--- config.mk ---
export PLATFORM = sky130hd
export DESIGN_NAME = zhegalkin_anf_solver
export DESIGN_NICKNAME = d
export VERILOG_FILES = /design/src/rtl/zhegalkin_anf_solver.sv
export SDC_FILE = /design/constraint.sdc
export NUM_CORES = 1
export LEC_CHECK = 0
export ABC_CLOCK_PERIOD_IN_PS = 2400
export CAP_MARGIN = 5
export CORE_ASPECT_RATIO = 1.5
export CORE_UTILIZATION = 36
export CTS_CLUSTER_DIAMETER = 100
export CTS_CLUSTER_SIZE = 20
export DETAILED_ROUTE_END_ITERATION = 10
export SETUP_SLACK_MARGIN = 0.5
export SKIP_LAST_GASP = 1
export SLEW_MARGIN = 10
export SYNTH_ARGS = -nofsm -noshare
export SYNTH_HDL_FRONTEND = slang
export SYNTH_SLANG_ARGS = --single-unit
export TNS_END_PERCENT = 100
--- constraint.sdc ---
create_clock -name clk -period 2.4 [get_ports clk]
set_input_delay 0.36 -clock clk [delete_from_list [all_inputs] [get_ports clk]]
set_output_delay 0.36 -clock clk [all_outputs]
set_load 0.02 [all_outputs]
--- src/rtl/zhegalkin_anf_solver.sv ---
// Serial truth-table to Zhegalkin (ANF) coefficient converter using an in-place Moebius butterfly.
// Optional macro DEGREE_EN adds the algebraic degree output.
module zhegalkin_anf_solver #(
    parameter int N = 4,
    localparam int SIZE = 2**N
) (
    input  logic            clk,
    input  logic            rst,
    input  logic            abort,
    input  logic            in_valid,
    output logic            in_ready,
    input  logic            in_bit,
    output logic            out_valid,
    input  logic            out_ready,
    output logic [SIZE-1:0] coef,
    output logic            busy
`ifdef DEGREE_EN
    ,
    output logic [$clog2(N+1)-1:0] degree
`endif
);

    localparam int K_W = (N > 1) ? $clog2(N) : 1;

    localparam logic [1:0] ST_LOAD  = 2'd0;
    localparam logic [1:0] ST_XFORM = 2'd1;
    localparam logic [1:0] ST_DONE  = 2'd2;

    logic [1:0]      state_q, state_d;
    logic [N-1:0]    idx_q, idx_d;
    logic [K_W-1:0]  k_q, k_d;
    logic [SIZE-1:0] reg_q, reg_d;
    logic [SIZE-1:0] pass_res;

    // One butterfly pass over variable k: every odd-half entry absorbs its even partner.
    always_comb begin
        pass_res = reg_q;
        for (int p = 0; p < N; p++) begin
            if (k_q == K_W'(p)) begin
                for (int m = 0; m < SIZE; m++) begin
                    if (((m >> p) & 1) == 1) begin
                        pass_res[m] = reg_q[m] ^ reg_q[m & ~(1 << p)];
                    end
                end
            end
        end
    end

    always_comb begin
        state_d = state_q;
        idx_d   = idx_q;
        k_d     = k_q;
        reg_d   = reg_q;
        case (state_q)
            ST_LOAD: begin
                if (in_valid) begin
                    reg_d[idx_q] = in_bit;
                    if (idx_q == N'(SIZE - 1)) begin
                        idx_d   = '0;
                        k_d     = '0;
                        state_d = ST_XFORM;
                    end else begin
                        idx_d = idx_q + N'(1);
                    end
                end
            end
            ST_XFORM: begin
                reg_d = pass_res;
                if (k_q == K_W'(N - 1)) begin
                    k_d     = '0;
                    state_d = ST_DONE;
                end else begin
                    k_d = k_q + K_W'(1);
                end
            end
            ST_DONE: begin
                if (out_ready) begin
                    idx_d   = '0;
                    state_d = ST_LOAD;
                end
            end
            default: begin
                state_d = ST_LOAD;
                idx_d   = '0;
                k_d     = '0;
                reg_d   = '0;
            end
        endcase
        // Abort wins over any handshake in the same cycle.
        if (abort) begin
            state_d = ST_LOAD;
            idx_d   = '0;
            k_d     = '0;
            reg_d   = '0;
        end
    end

    always_ff @(posedge clk or posedge rst) begin
        if (rst) begin
            state_q <= ST_LOAD;
            idx_q   <= '0;
            k_q     <= '0;
            reg_q   <= '0;
        end else begin
            state_q <= state_d;
            idx_q   <= idx_d;
            k_q     <= k_d;
            reg_q   <= reg_d;
        end
    end

    assign in_ready  = (state_q == ST_LOAD);
    assign out_valid = (state_q == ST_DONE);
    assign busy      = (state_q == ST_XFORM) || (state_q == ST_DONE);
    assign coef      = reg_q;

`ifdef DEGREE_EN
    localparam int DEG_W = $clog2(N+1);

    logic [DEG_W-1:0] deg_max;

    always_comb begin
        deg_max = '0;
        for (int m = 0; m < SIZE; m++) begin
            if (reg_q[m] && (DEG_W'($countones(m)) > deg_max)) begin
                deg_max = DEG_W'($countones(m));
            end
        end
    end

    assign degree = deg_max;
`endif

endmodule

==> Word-level counts from Yosys, hierarchy flattened <==
Cells that the tools add are included.
{ "word_totals": {"word_cells": 141, "reg_bits": 24, "out_inout_bits": 19} }
{ "classes": {"add_sub_neg": 2, "n_eq_ne": 26, "bitwise": 32, "reduce_logical": 23, "muxes": 37, "magnitude_cmp": 2} }
{ "op_table": {"columns": ["cell", "n"], "rows": [
  ["AND reduction 3 bit", 18],
  ["case mux 16 bit (3 select lines)", 1],
  ["2-to-1 mux 16 bit", 2],
  ["bitwise XOR 1 bit", 32],
  ["2-to-1 mux 2 bit", 13],
  ["2-to-1 mux 4 bit", 6],
  ["inequality test 4 bit, second input constant", 6],
  ["inequality test 5 bit, second input constant", 4],
  ["bitwise mux 16 bit", 1],
  ["inequality test 3 bit, second input constant", 5],
  ["case mux 2 bit (3 select lines)", 2],
  ["case mux 4 bit (3 select lines)", 1],
  ["2-to-1 mux 1 bit", 9],
  ["2-to-1 mux 8 bit", 1],
  ["== test 2 bit, second input constant", 3],
  ["inequality test 3 x 2 -> 1 bit, second input constant", 2],
  ["inequality test 6 bit, second input constant", 1],
  ["< comparator 4 x 5 -> 1 bit, second input constant", 1],
  ["adder 4 x 1 -> 4 bit, second input constant", 1],
  ["demux 1 bit (select 4 bit)", 1],
  ["== test 2 x 1 -> 1 bit, second input constant", 2],
  ["== test 4 bit, second input constant", 1],
  ["greater-or-equal comparator 4 x 1 -> 1 bit, second input constant", 1],
  ["zero test 2 bit", 2],
  ["other kinds (5)", 6]
]} }

==> Longest topological paths before layout <==
Gate-level depths: netlist of the first run.
{ "depth": {"word_depth": 8, "ltp_mapped": 9} }

==> Worst setup path after synthesis of the first run <==
Ideal clock, no wire load.
{ "synth_path": {"path_kind": "register -> register", "startpoint": "register state_q[0]", "endpoint": "register idx_q[2]", "arrival_ps": 1800, "period_less_slack_ps": 1866, "setup_slack_ps": 534, "path_stages_with_launch": 9, "t_required_ps": 2334, "path_buffers": 2, "setup_time_ps": 66, "cell_sequence": "dfrtp_1 > inv_1 > ha_1 > buf_6 > nand2b_2 > buf_6 > a31oi_2 > or4b_1 > nand2_1"} }
{ "synth_between": {"elab_chain_len": 3, "word_cells_on_any_way": 9, "classes_between": "5 x eq/ne; 2 x mux; 2 x reduce/logical"} }
{ "synth_rtl": {"columns": ["element", "line_no", "text"], "rows": [
  ["start, declared", "29", "logic [1:0] state_q, state_d;"],
  ["start signal, assigned", "105", "state_q <= state_d;"],
  ["zero test 2 bit *", null, null],
  ["named net in_ready", "11", "output logic in_ready,"],
  ["inequality test 3 bit (no line) / case mux 4 bit (3 select lines) (equally long branches)", null, null],
  ["AND reduction 3 bit (no line) / 2-to-1 mux 4 bit (equally long branches)", null, null],
  ["end signal, assigned", "106", "idx_q <= idx_d;"],
  ["end, declared", "30", "logic [N-1:0] idx_q, idx_d;"]
]} }
The timed path passes the listed nets; every way through them passes the cells marked *.
A chain may end at the register's enable or synchronous reset.

==> Worst setup path after layout of the first run <==
{ "layout_path": {"startpoint": "register k_q[1]", "endpoint": "register reg_q[7], in the netlist coef[7]"} }
{ "layout_between": {"elab_chain_len": 5, "word_cells_on_any_way": 9, "classes_between": "3 x eq/ne; 4 x mux; 2 x reduce/logical"} }
{ "layout_rtl": {"columns": ["element", "line_no", "text"], "rows": [
  ["start, declared", "31", "logic [K_W-1:0] k_q, k_d;"],
  ["start signal, assigned", "107", "k_q <= k_d;"],
  ["== test 2 x 1 -> 1 bit", "39", "if (k_q == K_W'(p)) begin"],
  ["2-to-1 mux 2 bit", "39", null],
  ["2-to-1 mux 4 bit", "39", null],
  ["case mux 16 bit (3 select lines)", "54", "case (state_q)"],
  ["2-to-1 mux 16 bit", "90", "if (abort) begin"],
  ["end signal, assigned", "108", "reg_q <= reg_d;"],
  ["end, declared", "32", "logic [SIZE-1:0] reg_q, reg_d;"]
]} }
Parallel ways exist; a longest one is shown, timed or not. The select of a mux whose other input is x is not followed.

==> metrics.yaml, run 1 <==
logic_synthesis:
  postSynthCellCount: 265
  synthesis.nets: 284
  yosysUniqueCellTypes: 52
  yosys_register_bits: 24
  syn_avg_cell_area_sq_um: 8.48
  yosysTopAreaCell: "dfrtp_1"
  async_flop_share_pct: 100
  ys_seq_area_share_pct: 26.7
  synth-warning-count: 0
  yosysMostFrequentCell: "dfrtp_1"
  yosys-top-cells-count: "24 x dfrtp_1, 22 x nand2_1, 18 x o21ai_0"
  netlist_area_sq_um: 2250
  synthFlopType: "dfrtp_1"
  ys_top_cells_by_area: "dfrtp_1 27%, ha_1 7.2%, mux2i_1 6.7%"
  synth_edf_count: 0
  synth_top_area_share_pct: 26.7
floorplan:
  row_count: 34
  dieWidth_microns: 66.5
  die-height_microns: 98.7
  coreArea_sq_um: 5910
  start_util_pct: 38.0
  design.portCount: 25
  die_area_sq_um: 6560
place:
  dpl.hpwl_microns: 4990
  post-place-ws_ns: 0.201
  place_congestion: 0.899
  numPortBuffers: 24
  place_area_sq_um: 2590
route:
  vias_per_cell: 6.00
  wl_per_cell_microns: 18.8
  firstDrtPassIters: 5
  vias: 2196
  wirelength_microns: 6880
  drc: 0
  ant_nets: 0
  drtIter0Drc: 123
global_routing:
  track_usage_pct: 22.6
  first_global_vias: 2137
  overflow: 0
  antenna_found_initial: 0
  grt_pass1_wl_microns: 11200
  grt_max_degree: 25
cells_and_area:
  finish.instance_area_sq_um: 2780
  syn2layout_area_growth_pct: 23.6
  drive_above_1_share_pct: 16.0
  fillers: 590
  seq_area_sq_um: 602
  multiInputGateArea_sq_um: 1600
  diodes: 0
  fin_nets: 314
clock_network:
  postCtsHoldBufs: 0
  cts_buffers: 3
  cts_buffer_depth: 2
  clkTransAtPathRegs_ns: 0.10
  cts_tree: "done"
  insertion_delay_ns: 0.27
  cts-htree-levels: 1
  clock_sinks: 24
  cts-root-buf: "clkbuf_8"
pwr:
  powerDensity_nw_per_um2: 338
  p_seq_share_pct: 48.7
  switching_power_mw: 0.291
  p_clk_share_pct: 31.1
  intPower_mw: 0.648
  ir_drop_v: 0.000225
  power.leakage_nw: 1.11
  combPwrFrac_pct: 20.3
  swShare_pct: 31.0
worst_setup_path:
  critPathArrivalTime_ns: 2.04
  worstPathRequired_ns: 2.57
  crit_fanout: 3
  criticalPathCategory: "flip-flop to flip-flop"
  endpoint_kind: "flip-flop"
  startpoint_type: "flip-flop"
sta:
  finalCriticalPeriod_ns: 1.87
  finalCritPeriodShare_pct: 77.9
  clock_skew_ns: 0.0103
  relSlewSlack_pct: 60.8
  setup_viol: 0
  rsz0062_at_grt: "yes"
  worstMarginPinSlew_ns: 0.585
  slew_violations: 0
  timing.setup.tns_ns: 0
  final_hold_viol_count: 0
  worst_slack_ns: 0.531
  fmax_mhz: 535
worst_hold_path:
  hold_path_class: "input pin to asynchronous set/reset pin"
run:
  cap_violations: 0
run_status:
  status: "completed"
-- what timing repair did --
action	in CTS	in global routing
gates cloned	0	0
resized for setup	11	16
endpoints found under the setup margin	25	22
pin swaps	0	2
setup buffers	3	1
-- state kept, by name, summed over array words and instances (netlist names) --
| name | cells |
|---|---|
| k_q | 2 |
| idx_q | 4 |
| state_q | 2 |
| coef | 16 |
-- cell usage in the layout, fill, tap and decap left out, drive strengths merged, types with 3 or more instances in the layout --
cell type      instances
buf                   17
inv                   13
nor3                   8
o32ai                  4
o21ai                 18
o22ai                  3
nor2                  15
a211oi                 3
clkbuf                 4
a31oi                  4
o211ai                 3
a211o                  3
mux2                   6
o2bb2ai                3
nand4                  3
a22oi                  5
nand3                  5
mux2i                 15
dfrtp                 24
xnor2                  4
a21oi                 14
ha                    13
dlygate4sd2            3
nand2b                10
o31ai                  8
nor2b                  7
nand3b                10
clkdlybuf4s50         21
nand2                 22
-- worst max-delay path, cell delays in order (launching register included) --
cell and delay, ns:
dfrtp_1 0.39, inv_1 0.14, ha_4 0.23, or4b_4 0.56, nand4_1 0.11, mux2i_1 0.08, a211o_1 0.27
-- per-stage QoR --
step / utilization, % / instances / hold WS (ns) / total power, mW
after floorplan: - / 265 / 0.375 / 0.574
after global placement: 43.8 / 358 / 0.552 / 0.650
after detailed placement: 43.8 / 358 / 0.567 / 0.651
after CTS: 45.5 / 365 / 0.456 / 0.945
after global routing: 46.9 / 366 / 0.484 / 0.980
final: 46.9 / 366 / 0.442 / 0.939
-- routing by layer --
layer,track usage (%),up-vias,part of all wire (%)
met3,1.39,13,4.4
met1,29.8,1052,43
li1,-,1052,-
met5,0,-,0
met4,8.67,0,2.1
met2,37.9,79,51
-- path summary, 6_finish.rpt --
| check | endpoint | depth (start not counted) | slack [ns] | start |
|---|---|---|---|---|
| min in group clk | idx_q[1] | 2 | 0.59 | idx_q[1] |
| worst max-delay path | coef[7] | 6 | 0.53 | k_q[1] |
| max in group asynchronous | state_q[0] | 3 | 1.68 | rst |
| worst min-delay path | coef[1] | 3 | 0.44 | rst |
| worst min register to register | idx_q[1] | 2 | 0.59 | idx_q[1] |
| worst max register to register | coef[7] | 6 | 0.53 | k_q[1] |
-- final cells by class --
cell class,count,share of cell area [%]
repair buffers,41,13.6
flip-flops and latches,24,21.7
multi-input cells,212,57.8
well taps,72,3.25
clock buffers,4,1.98
inverters,13,1.76
-- power by group through the flow --
stage                     logic (mW)  clock network (mW)  registers, mW
final                          0.190               0.292          0.457
after global routing           0.210               0.309          0.462
after CTS                      0.188               0.301          0.456
after detailed placement       0.186                   0          0.464
after global placement         0.187                   0          0.464
after floorplan                0.115                   0          0.458
-- cell families (layout without fill, tap and decap cells) --
family                   after synthesis  count (layout)  share of synthesized area (%)
flip-flops                            24              24                           26.7
AO/OA/AOI/OAI                         81              81                           25.3
AND/OR/NAND/NOR                       93              93                           23.0
adder cells (fa/ha/maj)               13              13                           7.24
multiplexers                          21              21                           9.69
XOR/XNOR                               4               4                           1.56
buffers and inverters                 29              58                           6.46
No activity file was read; power rests on OpenSTA's default activity.
==> inputs of run 2 (changes only) <==
--- a/config.mk
+++ b/config.mk
@@ -5,7 +5,7 @@
 export SDC_FILE = /design/constraint.sdc
 export NUM_CORES = 1
 export LEC_CHECK = 0
-export ABC_CLOCK_PERIOD_IN_PS = 2400
+export ABC_CLOCK_PERIOD_IN_PS = 1600
 export CAP_MARGIN = 5
 export CORE_ASPECT_RATIO = 1.5
 export CORE_UTILIZATION = 36
==> constraint.sdc (replaced) <==
create_clock -name clk -period 1.6 [get_ports clk]
set_input_delay 0.24 -clock clk [delete_from_list [all_inputs] [get_ports clk]]
set_output_delay 0.24 -clock clk [all_outputs]
set_load 0.02 [all_outputs]
==> run 2 against run 1 <==
The run now ends with negative setup slack left. Count of clock-buffer cells in the layout is the same. Critical path depth stayed put. Utilization rose by 17 points. First-iteration DRC count rose by 28%. Design area grew 37%. Combinational power increased to 2.5 times the previous value. Clock skew fell by 0.0052 ns.
==> metrics.yaml, run 2 (synthesis gave the netlist of run 1 again) <==
sta:
  fmax_mhz: 554
  finalCritPeriodShare_pct: 113
  clock_skew_ns: 0.00507
  setup_viol: 18
  whs_ns: 0.311
  worstMarginPinSlew_ns: 0.345
  slew_violations: 0
  worst_slack_ns: -0.205
  final_hold_viol_count: 0
  finalCriticalPeriod_ns: 1.80
  relSlewSlack_pct: 76.6
  rsz0062_at_grt: "yes"
worst_hold_path:
  hold_path_class: "input pin to asynchronous set/reset pin"
worst_setup_path:
  reg2reg_setup_slack_ns: -0.20
  crit_fanout: 4
  r2r_cells: 6
  critPathArrivalTime_ns: 1.97
  rr_endpoint: "coef[7]"
  startpoint_type: "flip-flop"
  r2r_start: "k_q[1]"
  endpoint_kind: "flip-flop"
  worstPathRequired_ns: 1.77
  criticalPathCategory: "flip-flop to flip-flop"
cells_and_area:
  syn2layout_area_growth_pct: 69.0
  largest_register_ffs: 16
  fillers: 467
  finish.instance_area_sq_um: 3800
  drive_above_1_share_pct: 53.7
  fin_nets: 396
  final_cell_mix: "79 x buf_4, 33 x buf_6, 19 x nand2_1"
  layout_commonest_cell: "buf_4"
  diodes: 0
  stdcell_count: 448
floorplan:
  die-height_microns: 98.7
  die_area_sq_um: 6560
  coreArea_sq_um: 5910
  dieWidth_microns: 66.5
  row_count: 34
  design.portCount: 25
  start_util_pct: 38.0
place:
  place_congestion: 0.894
  place_area_sq_um: 3120
  numPortBuffers: 24
  dpl.hpwl_microns: 5730
  place_inst: 417
  post-place-ws_ns: -0.283
global_routing:
  grt_pass1_wl_microns: 13200
  first_global_vias: 2693
  grt_max_degree: 25
  track_usage_pct: 26.5
  overflow: 0
  antenna_found_initial: 0
run_status:
  failed_checks: "negative setup slack"
  status: "finished with violations"
clock_network:
  cts-htree-levels: 1
  insertion_delay_ns: 0.28
  cts-root-buf: "clkbuf_8"
  cts_buffer_depth: 2
  postCtsHoldBufs: 0
  clkTransAtPathRegs_ns: 0.10
  clock_sinks: 24
  cts_buffers: 3
  cts_tree: "done"
pwr:
  ir_drop_v: 0.000280
  power.leakage_nw: 1.67
  powerDensity_nw_per_um2: 418
  fin_total_pwr_mw: 1.59
route:
  wl_per_cell_microns: 18.1
  firstDrtPassIters: 4
  drtIter0Drc: 157
  drc: 0
  ant_nets: 0
  vias: 2559
  vias_per_cell: 5.71
  wirelength_microns: 8110
run:
  cap_violations: 0
-- run 2: how the worst max path moves through the flow --
stage	startpoint	end	slack, ns	cells past startpoint
2_1_floorplan	k_q[1]	coef[7]	-0.20	6
3_3_place_gp	k_q[1]	coef[7]	-0.24	6
3_5_place_dp	k_q[1]	coef[7]	-0.28	6
4_1_cts	k_q[1]	coef[7]	-0.16	6
5_1_grt	k_q[1]	coef[7]	-0.29	6
6_report	k_q[1]	coef[7]	-0.20	6
-- run 2: routing by layer --
layer	track usage (%)	part of all wire, %	wire [microns]	vias up
met4	13.4	2.7	221	0
met5	0	0	0	-
met1	31.9	41	3340	1252
li1	-	-	-	1214
met2	46.2	53	4330	74
met3	1.62	2.7	218	19
-- run 2: power by group --
part | leakage (nW) | internal [mW] | switching [mW]
logic | 1.33 | 0.234 | 0.243
clock network | 0.0288 | 0.221 | 0.223
registers | 0.313 | 0.631 | 0.0348
-- run 2: worst max-delay path, cell delays in order (launching register included) --
cell	delay, ns
dfrtp_2	0.46
inv_2	0.10
ha_4	0.21
or4b_4	0.50
a22oi_2	0.15
nor2_1	0.06
a211o_1	0.22
-- run 2: per-stage QoR --
step	util [%]	setup TNS (ns)
after floorplan	-	-0.925
after global placement	52.8	-3.46
after detailed placement	52.8	-3.87
after CTS	60.5	-1.31
after global routing	64.2	-2.91
final	64.2	-1.44
-- run 2: timing repair --
item	4_1_cts	5_1_grt
setup endpoints to repair	43	43
hold endpoints to repair	0	0
cloned	1	0
pin swaps	19	12
resized for setup	149	54
setup buffers	21	5
-- run 2: layout make-up --
class | instances | area (sq um) | share of cell area [%]
Inverter | 13 | 53.8 | 1.42
Sequential cell | 24 | 614 | 16.2
Timing Repair Buffer | 123 | 1110 | 29.3
Clock buffer | 4 | 55.1 | 1.45
Tap cell | 72 | 90.1 | 2.37
Multi-Input combinational cell | 212 | 1870 | 49.3
==> inputs of run 3 (changes only) <==
--- a/config.mk
+++ b/config.mk
@@ -5,7 +5,7 @@
 export SDC_FILE = /design/constraint.sdc
 export NUM_CORES = 1
 export LEC_CHECK = 0
-export ABC_CLOCK_PERIOD_IN_PS = 1600
+export ABC_CLOCK_PERIOD_IN_PS = 1670
 export CAP_MARGIN = 5
 export CORE_ASPECT_RATIO = 1.5
 export CORE_UTILIZATION = 36
==> constraint.sdc (replaced) <==
create_clock -name clk -period 1.67 [get_ports clk]
set_input_delay 0.2505 -clock clk [delete_from_list [all_inputs] [get_ports clk]]
set_output_delay 0.2505 -clock clk [all_outputs]
set_load 0.02 [all_outputs]
==> run 3 against run 2 <==
Setup slack gained 0.062 ns. Hold slack better by 0.017 ns. Utilization up 1.6 points. Non-clock buffer count grew 2. Fmax is 0.42% lower. Design area rose by 2.5%. Routed wire length up 5.9%. Total power down 1.9%. The flow still finishes with violations (negative setup slack). Via count up 3.1%. Critical path depth stayed put.
==> metrics.yaml, run 3 (synthesis gave the netlist of run 1 again) <==
run_status:
  status: "finished with violations"
  failed_checks: "negative setup slack"
sta:
  setup_viol: 11
  worst_slack_ns: -0.142
  relSlewSlack_pct: 75.3
  finalCriticalPeriod_ns: 1.81
  rsz0062_at_grt: "yes"
  fmax_mhz: 552
  final_hold_viol_count: 0
  timing.setup.tns_ns: -0.452
  slew_violations: 0
  worstMarginPinSlew_ns: 0.366
  clock_skew_ns: 0.00373
  finalCritPeriodShare_pct: 109
clock_network:
  clock_sinks: 24
  cts_buffers: 3
  cts-htree-levels: 1
  cts-root-buf: "clkbuf_8"
  postCtsHoldBufs: 0
  clkTransAtPathRegs_ns: 0.10
  cts_buffer_depth: 2
  insertion_delay_ns: 0.28
  cts_tree: "done"
route:
  vias_per_cell: 5.86
  drtIter0Drc: 159
  wl_per_cell_microns: 19.1
  vias: 2639
  drc: 0
  firstDrtPassIters: 4
  wirelength_microns: 8580
  ant_nets: 0
floorplan:
  coreArea_sq_um: 5910
  die-height_microns: 98.7
  start_util_pct: 38.0
  die_area_sq_um: 6560
  row_count: 34
  design.portCount: 25
  dieWidth_microns: 66.5
run:
  cap_violations: 0
cells_and_area:
  syn2layout_area_growth_pct: 73.2
  layout_commonest_cell: "buf_4"
  drive_above_1_share_pct: 53.4
  final_cell_mix: "72 x buf_4, 31 x buf_6, 19 x dfrtp_1"
  largest_register_ffs: 16
  fin_nets: 398
  fin_util_pct: 65.8
  fillers: 440
  stdcell_count: 450
  diodes: 0
place:
  dpl.hpwl_microns: 5600
  numPortBuffers: 24
  place_inst: 408
  place_congestion: 0.858
pwr:
  power.leakage_nw: 1.74
  powerDensity_nw_per_um2: 400
  switching_power_mw: 0.505
  p_clk_share_pct: 27.7
  intPower_mw: 1.05
  swShare_pct: 32.5
  combPwrFrac_pct: 30.6
  p_seq_share_pct: 41.7
  ir_drop_v: 0.000257
worst_hold_path:
  hold_path_class: "input pin to asynchronous set/reset pin"
worst_setup_path:
  critPathArrivalTime_ns: 1.99
  crit_fanout: 3
  cpMaxStageDelayCell: "or4b_4"
  criticalPathCategory: "flip-flop to flip-flop"
  path_cells: "inv_2 > ha_4 > or4b_4 > nand4_1 > mux2i_1 > a211o_1"
  startpoint_type: "flip-flop"
  cp_slowest_stage_delay_ns: 0.50
  worstPathRequired_ns: 1.85
  endpoint_kind: "flip-flop"
global_routing:
  overflow: 0
  first_global_vias: 2702
  antenna_found_initial: 0
  track_usage_pct: 26.8
  grt_pass1_wl_microns: 13300
  grt_max_degree: 25
-- run 3: cell count changes in the layout (fill, tap and decap cells not counted), sizes merged --
| cell | change |
|---|---|
| dlygate4sd2 | +3 |
| clkdlybuf4s15 | +3 |
| buf | -4 |
-- run 3: worst paths after layout --
path,depth (start not counted),end,slack [ns],startpoint
min in group clk,1,coef[14],0.59,coef[14]
max in group asynchronous,3,coef[8],1.05,rst
worst max-delay path,6,coef[7],-0.14,k_q[1]
worst min-delay path,3,k_q[1],0.33,rst
worst min register to register,1,coef[14],0.59,coef[14]
worst max register to register,6,coef[7],-0.14,k_q[1]
-- run 3: through the flow --
| stage | power (mW) | worst slack (ns) | instance area [sq um] | hold WS [ns] |
|---|---|---|---|---|
| floorplan | 0.835 | -0.127 | 2340 | 0.265 |
| global placement | 0.985 | -0.255 | 3060 | 0.563 |
| detailed placement | 0.989 | -0.268 | 3060 | 0.572 |
| CTS | 1.49 | -0.106 | 3640 | 0.337 |
| global route | 1.62 | -0.155 | 3890 | 0.385 |
| finish | 1.56 | -0.142 | 3890 | 0.328 |
-- run 3: cell type report --
| class | instances | area (sq um) | area share, % |
|---|---|---|---|
| Multi-Input combinational cell | 212 | 1930 | 49.7 |
| Sequential cell | 24 | 607 | 15.6 |
| Inverter | 13 | 56.3 | 1.45 |
| Clock buffer | 4 | 55.1 | 1.42 |
| Tap cell | 72 | 90.1 | 2.32 |
| Timing Repair Buffer | 125 | 1150 | 29.5 |
-- run 3: critical path, delay by kind of cell (launching register included) --
| kind | cells | cell delay, ns |
|---|---|---|
| compound gates | 1 | 0.27 |
| fa+ha+maj | 1 | 0.21 |
| buf+inv | 1 | 0.10 |
| flops | 1 | 0.45 |
| mux | 1 | 0.09 |
| simple gates | 2 | 0.59 |
-- run 3: timing repair --
item,4_1_cts,5_1_grt
resized for setup,147,46
endpoints found under the setup margin,43,38
setup buffers,26,11
cloned,1,0
pin swaps,27,23
-- run 3: power by group through the flow --
stage / clock network (mW) / logic (mW) / registers, mW
after detailed placement: 0 / 0.329 / 0.660
after CTS: 0.441 / 0.409 / 0.642
after global placement: 0 / 0.327 / 0.659
after global routing: 0.465 / 0.506 / 0.651
final: 0.431 / 0.477 / 0.649
after floorplan: 0 / 0.176 / 0.659
-- run 3: layer usage --
layer | track usage, % | vias to the layer above | wire length (microns)
met3 | 2.31 | 33 | 340
met4 | 13.3 | 0 | 401
met2 | 47.1 | 103 | 4470
met5 | 0 | - | 0
li1 | - | 1217 | -
met1 | 31.6 | 1286 | 3370
